==> config.mk <==
export PLATFORM = sky130hd
export DESIGN_NAME = alu_arbiter
export DESIGN_NICKNAME = d
export VERILOG_FILES = /design/src/rtl/alu_arbiter.sv
export SDC_FILE = /design/constraint.sdc
export NUM_CORES = 1
export LEC_CHECK = 0
export ABC_AREA = 1
export CAP_MARGIN = 20
export CORE_MARGIN = 3
export CORE_UTILIZATION = 38
export CTS_CLUSTER_DIAMETER = 200
export DETAILED_ROUTE_END_ITERATION = 6
export DONT_BUFFER_PORTS = 1
export PLACE_DENSITY = 0.56
export SLEW_MARGIN = 0
export SYNTH_ARGS = -nofsm -noshare
export SYNTH_HDL_FRONTEND = slang
export SYNTH_SLANG_ARGS = --single-unit
==> constraint.sdc <==
create_clock -name clk -period 1.8 [get_ports clk]
set_input_delay 0.09 -clock clk [delete_from_list [all_inputs] [get_ports clk]]
set_output_delay 0.09 -clock clk [all_outputs]
set_load 0.005 [all_outputs]
==> src/rtl/alu_arbiter.sv <==
// Two-requester front end for a shared 4-bit ALU: valid/ready arbitration,
// a single registered response slot tagged with the requester id, and per-requester completion counters.
module alu_arbiter #(
  parameter bit RR_EN = 1'b1
) (
  input  logic       clk,
  input  logic       rst_n,
  input  logic       req0_valid,
  output logic       req0_ready,
  input  logic [3:0] req0_op1,
  input  logic [3:0] req0_op2,
  input  logic [2:0] req0_opcode,
  input  logic       req1_valid,
  output logic       req1_ready,
  input  logic [3:0] req1_op1,
  input  logic [3:0] req1_op2,
  input  logic [2:0] req1_opcode,
  output logic       rsp_valid,
  input  logic       rsp_ready,
  output logic [3:0] rsp_data,
  output logic       rsp_id,
  output logic       rsp_zero,
  output logic [7:0] cnt0,
  output logic [7:0] cnt1
);

  typedef enum logic [0:0] {EMPTY = 1'b0, FULL = 1'b1} state_t;

  function automatic logic [3:0] alu_eval(input logic [2:0] opcode,
                                          input logic [3:0] op1,
                                          input logic [3:0] op2);
    logic [3:0] res;
    case (opcode)
      3'b000:  res = 4'd0;
      3'b001:  res = op1 + op2;
      3'b010:  res = op1 - op2;
      3'b011:  res = op1 & op2;
      3'b100:  res = op1 | op2;
      3'b101:  res = ~op1;
      3'b110:  res = ~op2;
      default: res = 4'd0;
    endcase
    return res;
  endfunction

  state_t     state_r;
  state_t     state_nxt_s;
  logic       last_grant_r;
  logic       winner_s;
  logic       can_accept_s;
  logic       xfer_s;
  logic       drain_s;
  logic [3:0] alu_res_s;

  // Winner selection; with both valid the RR mode favours the one not served last.
  always_comb begin
    winner_s = 1'b0;
    if (req0_valid && !req1_valid) begin
      winner_s = 1'b0;
    end else if (!req0_valid && req1_valid) begin
      winner_s = 1'b1;
    end else if (req0_valid && req1_valid) begin
      if (RR_EN) begin
        winner_s = ~last_grant_r;
      end else begin
        winner_s = 1'b0;
      end
    end else begin
      winner_s = 1'b0;
    end
  end

  // Only the granted requester's operands reach the ALU.
  always_comb begin
    alu_res_s = 4'd0;
    if (winner_s) begin
      alu_res_s = alu_eval(req1_opcode, req1_op1, req1_op2);
    end else begin
      alu_res_s = alu_eval(req0_opcode, req0_op1, req0_op2);
    end
  end

  // State register.
  always_ff @(posedge clk or negedge rst_n) begin
    if (!rst_n) begin
      state_r <= EMPTY;
    end else begin
      state_r <= state_nxt_s;
    end
  end

  // Next-state logic.
  always_comb begin
    state_nxt_s = state_r;
    case (state_r)
      EMPTY: begin
        if (xfer_s) begin
          state_nxt_s = FULL;
        end else begin
          state_nxt_s = EMPTY;
        end
      end
      FULL: begin
        if (drain_s && !xfer_s) begin
          state_nxt_s = EMPTY;
        end else begin
          state_nxt_s = FULL;
        end
      end
      default: state_nxt_s = EMPTY;
    endcase
  end

  // Output logic: a draining response frees the slot in the same cycle.
  always_comb begin
    rsp_valid    = (state_r == FULL);
    can_accept_s = !rsp_valid || rsp_ready;
    req0_ready   = can_accept_s && (winner_s == 1'b0);
    req1_ready   = can_accept_s && (winner_s == 1'b1);
    xfer_s       = (req0_valid && req0_ready) || (req1_valid && req1_ready);
    drain_s      = rsp_valid && rsp_ready;
  end

  // Response slot and grant history, updated only on a transfer.
  always_ff @(posedge clk or negedge rst_n) begin
    if (!rst_n) begin
      rsp_data     <= 4'd0;
      rsp_id       <= 1'b0;
      rsp_zero     <= 1'b1;
      last_grant_r <= 1'b1;
    end else if (xfer_s) begin
      rsp_data     <= alu_res_s;
      rsp_id       <= winner_s;
      rsp_zero     <= (alu_res_s == 4'd0);
      last_grant_r <= winner_s;
    end else begin
      rsp_data     <= rsp_data;
      rsp_id       <= rsp_id;
      rsp_zero     <= rsp_zero;
      last_grant_r <= last_grant_r;
    end
  end

  // Saturating completion counters, credited to the id of the response being drained.
  always_ff @(posedge clk or negedge rst_n) begin
    if (!rst_n) begin
      cnt0 <= 8'd0;
      cnt1 <= 8'd0;
    end else if (drain_s) begin
      if (rsp_id == 1'b0) begin
        if (cnt0 != 8'd255) begin
          cnt0 <= cnt0 + 8'd1;
        end else begin
          cnt0 <= cnt0;
        end
      end else begin
        if (cnt1 != 8'd255) begin
          cnt1 <= cnt1 + 8'd1;
        end else begin
          cnt1 <= cnt1;
        end
      end
    end else begin
      cnt0 <= cnt0;
      cnt1 <= cnt1;
    end
  end

endmodule
## After elaboration in Yosys (flattened, before gate mapping)

Cells that the tools add are included.

| storage, ports and cells | value |
|---|---|
| memories | 0 |
| output and inout bits | 25 |
| bits in read-only memories | 0 |
| memory bits (writable) | 0 |
| logic and storage cells | 66 |
| latch bits | 0 |
| bits in registers | 24 |

| operators by class | value |
|---|---|
| reductions and logical operators | 18 |
| bitwise logic cells | 12 |
| equal/unequal tests | 14 |
| shifts and indexed selects | 0 |
| add/sub/neg operators | 6 |
| multipliers | 0 |
| order comparisons | 0 |
| mux-type cells | 9 |
| div/mod/pow operators | 0 |

Operators by type and width:

| cell | count |
|---|---|
| 4-bit case mux with 6 select lines | 2 |
| 3-bit equality test, second input constant | 6 |
| 8-bit by 1-bit adder with 8-bit output, second input constant | 2 |
| 8-bit inequality test, second input constant | 2 |
| 4-bit NOT | 4 |
| 3-bit by 2-bit equality test with 1-bit output, second input constant | 4 |
| 1-bit logical AND | 9 |
| 4-bit adder | 2 |
| 4-bit AND | 2 |
| 4-bit bitwise OR | 2 |
| 4-bit subtractor | 2 |
| 3-bit by 1-bit equality test with 1-bit output, second input constant | 2 |
| 3-bit AND reduction | 2 |
| 1-bit two-way mux | 5 |
| 1-bit zero test | 4 |
| 4-bit zero test | 1 |
| 4-bit two-way mux | 1 |
| 1-bit NOT | 4 |
| 1-bit logical OR | 2 |
| 1-bit case mux with 2 select lines | 1 |

## Logic depth before layout (Yosys ltp)

Gate-level depths: netlist of the first run.

| logic depth | value |
|---|---|
| word-level depth | 12 |
| depth in mapped cells | 20 |
| gate-level depth less buffers | 19 |

## Worst setup path before layout of the first run

No wires, ideal clock.

| timing path | value |
|---|---|
| path type | input -> register |
| start | input req0_opcode[2] |
| end | register rsp_data[3] |
| setup time | 0.117 ns |
| data arrival time | 1.601 ns |
| path slack | 0.082 ns |
| required time | 1.683 ns |
| cell stages on the path | 16 |
| cell sequence | buf_4 -> inv_1 -> nand3_1 -> o21ai_0 -> inv_1 -> ha_1 -> nand2_1 -> nor2_1 -> nor2_1 -> nand3_1 -> nand3_1 -> nand2_1 -> nand2_1 -> nand2_1 -> nand2_1 -> nand2_1 |

| between the ends | value |
|---|---|
| word-level cells in the longest chain between the ends | 3 |
| elaborated cells on any way between the ends | 8 |
| classes of those cells | 6 x eq/ne; 2 x mux |

Ends and longest elaborated chain:

| item | line | source |
|---|---|---|
| from (decl) | 12 | `input logic [2:0] req0_opcode,` |
| 3-bit equality test (tied with other cells) | 33 | `case (opcode)` |
| 4-bit case mux with 6 select lines (*) | 33 |  |
| 4-bit two-way mux (*) | 76 | `if (winner_s) begin` |
| to (signal assigned) | 132 | `rsp_data <= alu_res_s;` |
| to (signal assigned) | 137 | `rsp_data <= rsp_data;` |
| to (decl) | 20 | `output logic [3:0] rsp_data,` |

Mark *: on every way between the ends. The rest lies on a longest branch, timed or not.
A chain may end at the register's enable or synchronous reset.

## Final worst setup path of the first run

| timing path | value |
|---|---|
| start | register cnt0[0] |
| end | register cnt0[1] |

| between the ends | value |
|---|---|
| word-level cells in the longest chain between the ends | 2 |
| elaborated cells on any way between the ends | 3 |
| classes of those cells | 1 x add/sub; 1 x eq/ne; 1 x reduce/logical |

Ends and longest elaborated chain:

| item | line | source |
|---|---|---|
| from (decl) | 23 | `output logic [7:0] cnt0,` |
| from (signal assigned) | 152 | `cnt0 <= cnt0 + 8'd1;` |
| from (signal assigned) | 154 | `cnt0 <= cnt0;` |
| from (signal assigned) | 164 | `cnt0 <= cnt0;` |
| parallel branches: the longest is 2 deep, another holds 8-bit by 1-bit adder with 8-bit output | n/a |  |

Parallel ways; which one is timed is not known.

==> summary by stage, run 1 <==
Clock tree
The number of post-CTS setup repair buffers is 0. The cell chosen for the clock root is sky130_fd_sc_hd__clkbuf_8. The buffer depth of the longest clock path is 2. Clock-pin slew was measured on the worst setup and hold paths at around 0.08 ns. The count of H-tree levels built during CTS is 1. Clock tree synthesis inserted a total of 3 buffers. TritonCTS built the clock tree.

For the worst-skew pair, the clock arrives at the later sink with an insertion delay of around 0.26 ns. The clock net in this run drives a total of 24 sinks.

GRT
The first global-routing pass estimated between 7 and 8 mm of wire. The total track usage is between 10% and 20%. The initial antenna violation count came to 0. The final global-route overflow total is 0. The via count of the first global-routing pass is approximately 1700. Entering global routing, the biggest net connects 25 pins.

Pwr
The static leakage is 1.24 nW. The power per unit of standard cell area is between 700 and 800 nW/µm². VDD sags by at most roughly 0.00053 V. The completed layout was analyzed and its total power is about 0.0018 W.

Worst hold path
The min-delay analysis places its worst path in the category in2reg. The end of the worst hold path is rsp_valid. The worst hold path passes through 2 cells. The startpoint identified for the worst hold timing path is req0_valid.

Cells and area
The layout has roughly 530 filler cells. In the final layout, flip-flops and latches occupy slightly above 600 µm². The share of cells above drive strength 1 is a little under a tenth. Compared with the post-synthesis result, the final layout area differs by 12.3%. The area of combinational cells with multiple inputs is between 1000 and 1500 µm². At the end of the flow, the number of nets in the layout was ~350. The number of antenna repair diodes is 0.

Routing
Summing over every cut layer, the via total after detailed routing is 1762. The post-route DRC violation count is 0. In this run, the number of DRC markers left after iteration 0 of detailed routing was 75. The count of nets left with antenna violations once routing finished came out at 0. Summed over all layers, the routed wires come to 4.48 mm. The routed wire length per instance is between 10 and 15 µm. The number of vias per cell is roughly 4.7.

The number of optimization iterations in the first detailed-route pass is 4.

Logic synthesis
The register bit count reported by yosys is 24. For this run, the number of Yosys warnings is 0. The number of flops mapped to enable cells by yosys is 0. The post-synthesis cell count is 292. The share of async-settable or async-resettable flops after synthesis is 100%. The distinct cell type count of the synthesized netlist is 28. The most used flip-flop cell after synthesis is sky130_fd_sc_hd__dfrtp_1.

The number of nets handed over by synthesis was ~340. The average instance area after synthesis is 6.87 µm². The total standard cell area after synthesis is 2010 µm². The sequential fraction of the synthesis area is 30.0%.

Critical path
The worst-path maximum fanout is 5. The startpoint of the lowest-slack register-to-register path is cnt0[0]. For flop-to-flop paths, the worst setup slack is approximately 0.19 ns. Data arrives at the worst endpoint at 1.76 ns. By startpoint and endpoint, the worst setup path is classified as reg2reg. The reg-to-reg endpoint is cnt0[1].

STA classifies the critical path startpoint as a register. The worst register-to-register path has a depth of 4. The required time at the endpoint of the critical path is between 1.5 and 2 ns. The element type at the critical path end is a register.

STA
The pin slew with the least headroom to its limit is ~0.41 ns. The ratio of final minimum period to clock period is 89.5%. The final-layout worst hold slack is approximately 0.028 ns.

Static timing analysis puts the maximum clock frequency at approximately 0.62 GHz. Setup repair after global routing left no endpoint under its margin. The maximum clock skew at final layout is between 0.001 and 0.0015 ns. The number of hold-slack violations in the final timing report is 0. The setup-violating endpoint count in the final report is 0.

The worst path in the final design needs a cycle of roughly 1.6 ns, including I/O delays and setup. The count of final max-slew check failures is 0. The max-slew headroom at the worst pin is 72.7%.

Floorplan
The number of standard-cell rows in the floorplan is 25. The core outline area is just under 5000 µm². The area of the die is 6190 µm². The count of boundary I/O pins is 52.

Once the floorplan was initialized, standard cells occupied ~40% of the core. Measured along the x axis, the die boundary spans ~79 µm. The die extent in y is about 80 µm.

Placement
The count of buffers added on input and output ports is 0. At the end of routability-driven placement, the weighted congestion stood at just over 0.8. Once detailed placement completed, the half-perimeter wirelength came to approximately 3.7 mm.

Job
Max-cap violations in this run came to 0.

Status
The flow ran to the end, and the final reports show no timing, DRC or antenna violations.
[registers in the layout, summed over array words and instances (netlist names)]
| register | flops |
|---|---|
| cnt0 | 8 |
| cnt1 | 8 |
| last_grant_r | 1 |
| rsp_data | 4 |
| rsp_id | 1 |
| rsp_valid | 1 |
| rsp_zero | 1 |
[logic make-up after synthesis]
family | count (synthesis) | share of synthesized area (%)
compound gates | 16 | 4.24
simple gates | 169 | 37.2
flops | 24 | 30.0
xor+xnor | 18 | 7.86
fa+ha+maj | 16 | 10.7
buf+inv | 48 | 9.35
mux | 1 | 0.561
[layout by cell type (no fill, tap or decap), drive strengths merged]
cell type and n:
nor3b 2, o22ai 1, fa 2, clkbuf 4
ha 14, nand3b 1, o21a 1, nand4 5
a31oi 1, buf 11, nor2 41, dlygate4sd3 2
xor2 9, nor3 4, o21ai 11, dfrtp 22
a21oi 2, nand3 29, nand2 87, inv 46
mux2 1, dfstp 2, xnor2 9
[worst max-delay path, stage by stage (launching register included)]
cell and delay (ns):
sky130_fd_sc_hd__dfrtp_1 0.44, sky130_fd_sc_hd__ha_1 0.19, sky130_fd_sc_hd__nand4_1 0.12, sky130_fd_sc_hd__o21ai_1 0.37, sky130_fd_sc_hd__mux2_2 0.38
[through the flow]
stage	utilization [%]	instances	setup TNS, ns	setup slack (ns)	area, µm²
6_report	45.9	374	0	0.188	2250
5_1_grt	45.9	374	0	0.00813	2250
4_1_cts	45.3	373	0	0.178	2230
3_5_place_dp	43.8	367	-0.0255	-0.0205	2150
3_3_place_gp	43.8	367	0	0.00796	2150
2_1_floorplan	-	292	0	0.0823	2010
[timing repair]
item | 4_1_cts | 5_1_grt
hold endpoints to repair | 25 | 0
gates resized for setup | 0 | 1
hold buffers | 2 | 0
setup endpoints to repair | 0 | 2
[worst max path at each step]
stage | from | endpoint | slack (ns) | cells past startpoint
final | cnt0[0] | cnt0[1] | 0.19 | 4
after global routing | cnt0[0] | cnt0[7] | 0.008 | 6
after CTS | cnt1[0] | cnt1[7] | 0.18 | 9
after detailed placement | req1_op2[1] | rsp_zero | -0.02 | 13
after global placement | req1_op2[1] | rsp_zero | 0.008 | 13
after floorplan | req0_opcode[2] | rsp_data[3] | 0.08 | 16
[power by group]
| group | total (W) | leakage (nW) | switching (W) | internal (W) |
|---|---|---|---|---|
| sequential | 0.000873 | 0.295 | 0.000183 | 0.000690 |
| clock | 0.000359 | 0.0288 | 0.000164 | 0.000195 |
| combinational | 0.000565 | 0.914 | 0.000296 | 0.000269 |
[cell type report]
| type | instances | share of cell area [%] |
|---|---|---|
| multi-input cells | 220 | 54.0 |
| flip-flops and latches | 24 | 26.8 |
| inverters | 46 | 7.66 |
| repair buffers | 13 | 5.44 |
| well taps | 67 | 3.72 |
| clock buffers | 4 | 2.44 |
[Yosys cell counts, drive strengths merged, types with 4 or more instances]
cell type  number  area share [%]
o21ai          11             2.7
nor3            4             1.0
ha             14             8.7
xnor2           9             3.9
inv            46             8.6
nand4           5             1.9
dfrtp          22              27
nand2          87              16
nor2           41             8.0
xor2            9             3.9
nand3          29             8.0
[metal layers]
metal  share of wire, %  GRT usage (%)  wire length, µm
met2                 46           24.7             2080
met5                  0              0                0
met1                 45           18.8             2040
met4                  0           1.05                0
met3                8.1           4.82              361
(Power assumes the default switching activity.)
==> run 2, diff against run 1 <==
--- a/config.mk
+++ b/config.mk
@@ -8,11 +8,11 @@
 export ABC_AREA = 1
 export CAP_MARGIN = 20
 export CORE_MARGIN = 3
-export CORE_UTILIZATION = 38
+export CORE_UTILIZATION = 35
 export CTS_CLUSTER_DIAMETER = 200
 export DETAILED_ROUTE_END_ITERATION = 6
 export DONT_BUFFER_PORTS = 1
-export PLACE_DENSITY = 0.56
+export PLACE_DENSITY = 0.55
 export SLEW_MARGIN = 0
 export SYNTH_ARGS = -nofsm -noshare
 export SYNTH_HDL_FRONTEND = slang
==> constraint.sdc (replaced) <==
create_clock -name clk -period 1.4 [get_ports clk]
set_input_delay 0.07 -clock clk [delete_from_list [all_inputs] [get_ports clk]]
set_output_delay 0.07 -clock clk [all_outputs]
set_load 0.005 [all_outputs]
==> run 2 against run 1 <==
Sequential power rose by 16%. Setup slack worse by 0.25 ns. Sequential cell count unchanged. Combinational power is 140% higher. Cell count up 11%. Design area increased by 21%. Die area is 7.9% higher. Clock skew grew 0.0022 ns. Core utilization rose by 5.4 points. Largest power group is now combinational cells. Sequential share of layout area fell by 4.7 points. Register-to-register slack worse by 0.25 ns. The flow now finishes with violations (negative setup slack). Hold slack better by 0.066 ns.
==> summary by stage, run 2 (same netlist as run 1, synthesis figures left out) <==
Critical path
The worst setup path is launched from a register. The worst-path maximum fanout is 5 (unchanged). The worst setup path is of the reg2reg kind.

The required time at the endpoint of the critical path came to 1.55 ns (-0.40 ns). STA classifies the critical path endpoint as a register. The data arrival time at the worst-slack endpoint is 1.62 ns (-0.14 ns).

Placement
The final weighted congestion of routability-driven global placement is 0.829 (+0.25%). The total placed cells including tap cells was 396 (+7.9%). The pre-CTS worst setup slack is -0.260 ns (-0.240 ns). The cell area after placement is 2420 µm² (+13%). The count of input and output buffers was 0 (unchanged). The HPWL reported at the end of detailed placement is 4.04 mm (+9.7%).

Pwr
The internal cell power was 0.00185 W (+60%). The proportion of power drawn by combinational gates is 47.6% (+16 points). The static leakage is 1.46 nW (+18%). The largest vdd supply drop is 0.000893 V (+69%). The switching power as a share of total power came to 34.5% (-1.3 points). The net switching power figure was 0.000974 W (+51%). The power share of the sequential group was 35.8% (-13 points). The clock share of power came to 16.6% (-3.4 points). The power per unit of standard cell area is 1030 nW/µm² (+29%).

STA
The count of final max-slew check failures was 0 (unchanged). The setup-violating endpoint count in the final report is 3 (+3). The minimum clock period after layout is 1.46 ns (-0.151 ns). The max-slew headroom at the worst pin is 81.0% (+8.3 points). The ratio of final minimum period to clock period is 104% (+15 points).

The worst setup slack after layout came to -0.0604 ns (-0.249 ns). The maximum clock skew at final layout is 0.00358 ns (+0.00220 ns). The pin slew with the least headroom to its limit came to 0.284 ns (-0.123 ns). The maximum operating frequency was 0.685 GHz (+10%). Setup repair after global routing could not meet its margin everywhere.

The number of hold-slack violations in the final timing report is 0 (unchanged). The final-layout worst hold slack is 0.0942 ns (+0.0657 ns).

Routing
The wire length after detailed routing is 5.01 mm (+12%). The number of DRC violations after detailed-routing iteration 0 is 48 (-36%). The via total after detailed routing came to 1916 (+8.7%). The routed wire length per instance is 12.1 µm (+0.94%).

The number of vias per cell is 4.63 (-1.8%). The number of routed nets with antenna violations was 0 (unchanged). The post-route DRC violation count is 0 (unchanged). The number of optimization iterations in the first detailed-route pass is 4 (unchanged).

Floorplan
The die extent in y is 81.7 µm (+3.9%). The area of the die was 6680 µm² (+7.9%). The count of boundary I/O pins is 52 (unchanged). The initial core utilization is 37.6% (-3.2 points). The number of standard-cell rows in the floorplan is 26 (+4.0%).

The core outline area was 5340 µm² (+8.6%). The horizontal die dimension came to 81.7 µm (+3.9%).

Status
The run finished, with violations left. The checks that failed: negative setup slack.

Cells and area
The most frequent standard cell in the layout excluding fill and tap cells is sky130_fd_sc_hd__nand2_1. The number of antenna repair diodes is 0 (unchanged). The area growth from synthesis to layout is 36.4%.

The share of the core filled with cells in the final layout is 51.3% (+5.4 points). Leaving out fill and tap cells, the most frequent cells in the layout are sky130_fd_sc_hd__nand2_1 (80), sky130_fd_sc_hd__buf_4 (45), sky130_fd_sc_hd__inv_1 (32), sky130_fd_sc_hd__nor2_1 (32), sky130_fd_sc_hd__nand3_1 (23). The filler-free cell count of the finished design was 414 (+11%). The number of fill cells in the layout is 518 (-1.5%). The final instance area is 2740 µm² (+21%). The share of cells above drive strength 1 is 30.2% (+21 points). The layout net count came to 388 (+11%). The largest registers in the layout are cnt0: 8 flops, cnt1: 8 flops, rsp_data: 4 flops.

Clock tree
The TritonCTS sink count is 24 (unchanged). The clock transition at the registers of the reported paths is 0.08 ns (about the same). The clock latency on the worst-skew pair is 0.27 ns (about the same). The CTS tree is done.

The buffer depth of the longest clock path was 2 (unchanged). The root buffer cell chosen for the clock tree is sky130_fd_sc_hd__clkbuf_8. The number of CTS-inserted buffers is 3 (unchanged). The count of H-tree levels built during CTS is 1 (unchanged).

GRT
The pin count of the biggest net entering global routing was 25 (unchanged). The total track usage is 14.9% (+0.28 points). The final global-route overflow total is 0 (unchanged).

The via count of the first global-routing pass is 1803 (+6.3%). The initial antenna violation count is 0 (unchanged). The first-pass GRT wire length was 7.87 mm (+6.1%).

Job
The number of maximum-capacitance constraint violations is 0 (unchanged).

Worst hold path
The path class of the lowest-slack min-delay path is in2reg.
[run 2: cell type report]
class	count	area (µm²)	share of cell area [%]
clock buffer	4	55.1	2.01
tap	70	87.6	3.20
timing repair buffer	50	400	14.6
multi-input combinational	220	1390	50.9
sequential	24	603	22.0
inverter	46	198	7.22
[run 2: routing by layer]
| metal | up-vias | routed length (µm) | global-route usage [%] |
|---|---|---|---|
| met1 | 859 | 2290 | 20.7 |
| met4 | 0 | 11 | 0.997 |
| met5 | - | 0 | 0 |
| met3 | 2 | 321 | 4.61 |
| li1 | 1021 | - | - |
| met2 | 34 | 2380 | 23.7 |
[run 2: what timing repair did]
| action | in CTS | in global routing |
|---|---|---|
| resized for setup | 9 | 30 |
| pin swaps | 13 | 26 |
| endpoints found under the hold margin | 25 | 0 |
| hold buffers | 3 | 0 |
| setup buffers | 5 | 6 |
| setup endpoints to repair | 8 | 19 |
[run 2: path summary, 6_finish.rpt]
check,startpoint,to,slack (ns),cells after the start
hold / removal,req0_valid,rsp_data[2],0.09,3
setup / recovery,cnt0[0],cnt0[1],-0.06,4
setup reg to reg,cnt0[0],cnt0[1],-0.06,4
min in group asynchronous,rst_n,cnt1[3],0.21,2
hold reg to reg,last_grant_r,last_grant_r,0.49,2
max in group asynchronous,rst_n,last_grant_r,0.96,2
[run 2: through the flow]
stage / TNS, ns / total power (W)
after floorplan: -0.333 / 0.00165
after global placement: -0.996 / 0.00207
after detailed placement: -1.06 / 0.00210
after CTS: -0.0706 / 0.00271
after global routing: -1.09 / 0.00307
final: -0.0663 / 0.00282
[run 2: worst max-delay path: stages (launching register included)]
cell	delay [ns]
sky130_fd_sc_hd__dfrtp_1	0.36
sky130_fd_sc_hd__ha_2	0.19
sky130_fd_sc_hd__nand4_1	0.17
sky130_fd_sc_hd__o21ai_4	0.30
sky130_fd_sc_hd__mux2_4	0.33
[run 2: power by group through the flow]
stage	logic (W)	registers (W)	clock network, W
6_report	0.00134	0.00101	0.000469
5_1_grt	0.00150	0.00104	0.000527
4_1_cts	0.00121	0.00101	0.000494
3_5_place_dp	0.00107	0.00102	0
3_3_place_gp	0.00105	0.00102	0
2_1_floorplan	0.000557	0.00110	0
==> run 3, diff against run 2 <==
--- a/config.mk
+++ b/config.mk
@@ -5,7 +5,7 @@
 export SDC_FILE = /design/constraint.sdc
 export NUM_CORES = 1
 export LEC_CHECK = 0
-export ABC_AREA = 1
+export ABC_AREA = 0
 export CAP_MARGIN = 20
 export CORE_MARGIN = 3
 export CORE_UTILIZATION = 35
==> run 3 against run 2 <==
The flow still finishes with violations (negative setup slack). Design area increased by 3.7%. Highest routed layer unchanged. Clock power hardly changed. Total power up 0.65%. Critical path type is now in2reg. Sequential share of layout area is 0.80 points lower. Maximum frequency fell by 15%. Wire length is 4.9% higher. Non-clock buffer count is 7 higher. Synthesized cell count fell by 26%. Setup slack got worse by 0.27 ns. Global-route usage rose by 0.74 points. Clock skew increased by 0.0065 ns. Cell count fell by 17%. Largest cell class unchanged.
==> summary by stage, run 3 <==
Clock tree
The number of CTS-inserted buffers came to 3 (unchanged). The buffer depth of the longest clock path is 2 (unchanged). The count of H-tree levels built during CTS came to 1 (unchanged). In this run the clock root is driven by a sky130_fd_sc_hd__clkbuf_8.

The TritonCTS sink count is 24 (unchanged). The clock transition at the registers of the reported paths is 0.09 ns (about the same). The CTS tree is done.

The clock latency on the worst-skew pair was 0.27 ns (about the same).

STA
The number of hold-slack violations in the final timing report is 0 (unchanged). The count of final max-slew check failures is 0 (unchanged). The minimum clock period after layout was 1.73 ns (+0.265 ns).

The worst setup slack after layout was -0.325 ns (-0.265 ns). The sum of negative setup slack is -2.96 ns (-2.89 ns). Setup repair after global routing could not meet its margin everywhere. The ratio of final minimum period to clock period is 123% (+19 points). The pin slew with the least headroom to its limit came to 0.454 ns (+0.170 ns). The maximum operating frequency came to 0.580 GHz (-15%). The setup-violating endpoint count in the final report is 19 (+16).

The maximum clock skew at final layout came to 0.0100 ns (+0.00647 ns). The max-slew headroom at the worst pin is 69.3% (-12 points).

Cells and area
The signed area change from the synthesized netlist to the final layout is 39.5%. The final instance area is 2840 µm² (+3.7%). The layout net count is 315 (-19%). The share of the core filled with cells in the final layout came to 51.0% (-0.36 points). The largest registers in the layout are cnt0: 8 flops, cnt1: 8 flops, rsp_data: 4 flops. Leaving out fill and tap cells, the most frequent cell in the layout is sky130_fd_sc_hd__buf_4. The top cell types in the final layout, fill and taps aside, are sky130_fd_sc_hd__buf_4 (40), sky130_fd_sc_hd__dfrtp_1 (22), sky130_fd_sc_hd__inv_1 (16), sky130_fd_sc_hd__nor2_1 (16), sky130_fd_sc_hd__xnor2_1 (15). The number of antenna repair diodes was 0 (unchanged). The share of cells above drive strength 1 came to 39.5% (+9.3 points).

Critical path
The class of the most critical setup path is in2reg. The data arrival time at the worst-slack endpoint was 1.93 ns (+0.31 ns). STA classifies the critical path endpoint as a register. The sort of element at the start of the critical path is an input pin.

The kind of cell with the highest combined delay along the critical path is simple AND/OR/NAND/NOR gates. Traced cell by cell, the critical path runs through nor3b_4 -> mux2_4 -> fa_2 -> or3_1 -> o221ai_2 -> a22o_1 -> nor3_1 -> a32o_1. The required time at the endpoint of the critical path is 1.61 ns (+0.06 ns). The slowest stage of the critical path is the sky130_fd_sc_hd__fa_2 cell. The number of buffers and inverters on the critical path is 0 (unchanged). The worst-path maximum fanout was 15 (+10). The delay contributed by the slowest stage of the critical path is 0.39 ns (+0.03 ns).

Logic synthesis
Sorting the synthesized cells by area gives the leading types as sky130_fd_sc_hd__dfrtp_1 (27%), sky130_fd_sc_hd__ha_1 (8.6%), sky130_fd_sc_hd__xnor2_1 (6.9%). The total standard cell area after synthesis came to 2040 µm² (+1.4%). The sequential fraction of the synthesis area was 29.6% (-0.42 points). The total nets after synthesis came to 260 (-22%).

The number of warnings printed during yosys synthesis is 0 (unchanged). The most instantiated library cell after synthesis is sky130_fd_sc_hd__dfrtp_1. The share of async-settable or async-resettable flops after synthesis is 100% (unchanged).

The post-synthesis cell count is 217 (-26%). The number of flops mapped to enable cells by yosys was 0 (unchanged). In the synthesized netlist, the cells that appear most often are sky130_fd_sc_hd__dfrtp_1 (22), sky130_fd_sc_hd__inv_1 (18), sky130_fd_sc_hd__nor2_1 (18), sky130_fd_sc_hd__xnor2_1 (16), sky130_fd_sc_hd__ha_1 (14). The average instance area after synthesis is 9.38 µm² (+36%). The area share of the leading cell type in the synthesized netlist was 27.0% (-0.39 points). Of all cell types, the one taking the most synthesized area is sky130_fd_sc_hd__dfrtp_1. The distinct cell type count of the synthesized netlist is 53 (+89%).

The register bit count reported by yosys is 24 (unchanged). The dominant synthesized flop cell is sky130_fd_sc_hd__dfrtp_1.

GRT
The initial antenna violation count is 0 (unchanged). The pin count of the biggest net entering global routing is 25 (unchanged). The final global-route overflow total is 0 (unchanged). The first-pass GRT wire length is 8.33 mm (+5.8%). The via count of the first global-routing pass is 1732 (-3.9%).

The total track usage came to 15.6% (+0.74 points).

Routing
The uppermost layer routed is met4. The number of routed nets with antenna violations is 0 (unchanged). The post-route DRC violation count is 0 (unchanged).

The via total after detailed routing is 1787 (-6.7%). The number of vias per cell is 5.21 (+13%). The met1 wire length was 2.25 mm (-1.9%).

The wire length after detailed routing is 5.25 mm (+4.9%). The number of optimization iterations in the first detailed-route pass came to 4 (unchanged). The sum of met3 wire segment lengths after detailed routing was 401 µm (+25%). The detailed-routed wire length on met2 was 2.54 mm (+6.7%). The number of DRC violations after detailed-routing iteration 0 is 90 (+88%).

The routed wire length per instance is 15.3 µm (+27%).

Worst hold path
The path class of the lowest-slack min-delay path is in2reg.

Pwr
The power per unit of standard cell area is 1000 nW/µm² (-3.0%). The largest vdd supply drop is 0.000472 V (-47%). The static leakage is 1.27 nW (-13%). The post-route total power is 0.00284 W (+0.65%).

Placement
The final weighted congestion of routability-driven global placement is 0.814 (-1.8%). The pre-CTS worst setup slack is -0.700 ns (-0.440 ns). The cell area after placement is 2480 µm² (+2.3%).

The count of input and output buffers is 0 (unchanged). The HPWL reported at the end of detailed placement is 3.90 mm (-3.5%).

Job
The number of maximum-capacitance constraint violations is 0 (unchanged).

Floorplan
The core outline area is 5570 µm² (+4.5%). The area of the die was 6770 µm² (+1.3%). The horizontal die dimension is 82.3 µm (+0.66%). The count of boundary I/O pins is 52 (unchanged). The number of standard-cell rows in the floorplan is 27 (+3.8%). The die extent in y is 82.3 µm (+0.66%).

The initial core utilization is 36.5% (-1.1 points).

Status
The flow ran to the end, but the final reports show violations. The final reports fail on negative setup slack.
[run 3: changes by cell type after synthesis, moves of 4 or more]
| cell | delta |
|---|---|
| sky130_fd_sc_hd__and3_1 | +4 |
| sky130_fd_sc_hd__xnor2_1 | +7 |
| sky130_fd_sc_hd__nor3_1 | +9 |
| sky130_fd_sc_hd__nand2_1 | -75 |
| sky130_fd_sc_hd__inv_1 | -27 |
| sky130_fd_sc_hd__nand3_1 | -20 |
| sky130_fd_sc_hd__mux2_2 | +5 |
| sky130_fd_sc_hd__nor2_1 | -20 |
| sky130_fd_sc_hd__nor2b_1 | +4 |
[run 3: path summary, 6_finish.rpt]
check / startpoint / end / slack, ns / cells after the start
worst max-delay path: req1_opcode[0] / rsp_zero / -0.33 / 8
worst min-delay path: req0_valid / rsp_id / 0.13 / 2
worst max register to register: cnt0[4] / cnt0[7] / -0.28 / 6
worst min register to register: rsp_data[3] / rsp_data[3] / 0.55 / 2
max in group asynchronous: rst_n / rsp_zero / 0.96 / 2
min in group asynchronous: rst_n / rsp_valid / 0.21 / 2
[run 3: cell type report]
type,count,area [µm²]
Inverter,18,70.1
Fill cell,548,2730
Timing Repair Buffer,57,495
Sequential cell,24,603
Tap cell,72,90.1
Multi-Input combinational cell,168,1530
Clock buffer,4,55.1
[run 3: metal layers]
metal  track usage [%]  vias to the layer above
li1                  -                      893
met1              20.3                      842
met2              24.8                       46
met3              5.21                        6
met4              3.82                        0
met5                 0                        -
[run 3: through the flow]
step | hold slack [ns] | instances
global placement | -0.225 | 325
finish | 0.131 | 343
global route | 0.140 | 343
detailed placement | -0.225 | 325
CTS | 0.126 | 339
floorplan | -0.226 | 217
[run 3: repair_timing]
item	4_1_cts	5_1_grt
pin swaps	32	18
endpoints found under the hold margin	26	0
hold buffers	5	0
buffers inserted	5	6
endpoints found under the setup margin	21	23
gates resized for setup	25	16
[run 3: worst reg2reg max path, cell delays in order (launching register included)]
cell	delay [ns]
sky130_fd_sc_hd__dfrtp_1	0.39
sky130_fd_sc_hd__and3_4	0.18
sky130_fd_sc_hd__and3_4	0.19
sky130_fd_sc_hd__a311oi_4	0.30
sky130_fd_sc_hd__and4_4	0.32
sky130_fd_sc_hd__nand3_4	0.07
sky130_fd_sc_hd__xnor2_2	0.13
[run 3: cell families (layout without fill, tap and decap cells)]
logic type      count (synthesis)  in the layout  synth area share [%]
simple gates                   75             75                  20.4
xor+xnor                       23             23                  9.90
buf+inv                        25             79                  6.08
fa+ha+maj                      16             16                  10.6
compound gates                 45             45                  18.6
mux                             9              9                  4.79
flops                          24             24                  29.6
[run 3: where the power goes]
| part | total, W | internal, W | switching (W) | leakage, nW |
|---|---|---|---|---|
| clock network | 0.000471 | 0.000251 | 0.000220 | 0.0288 |
| registers | 0.00102 | 0.000892 | 0.000128 | 0.299 |
| logic | 0.00135 | 0.000739 | 0.000610 | 0.942 |
| total | 0.00284 | 0.00188 | 0.000958 | 1.27 |
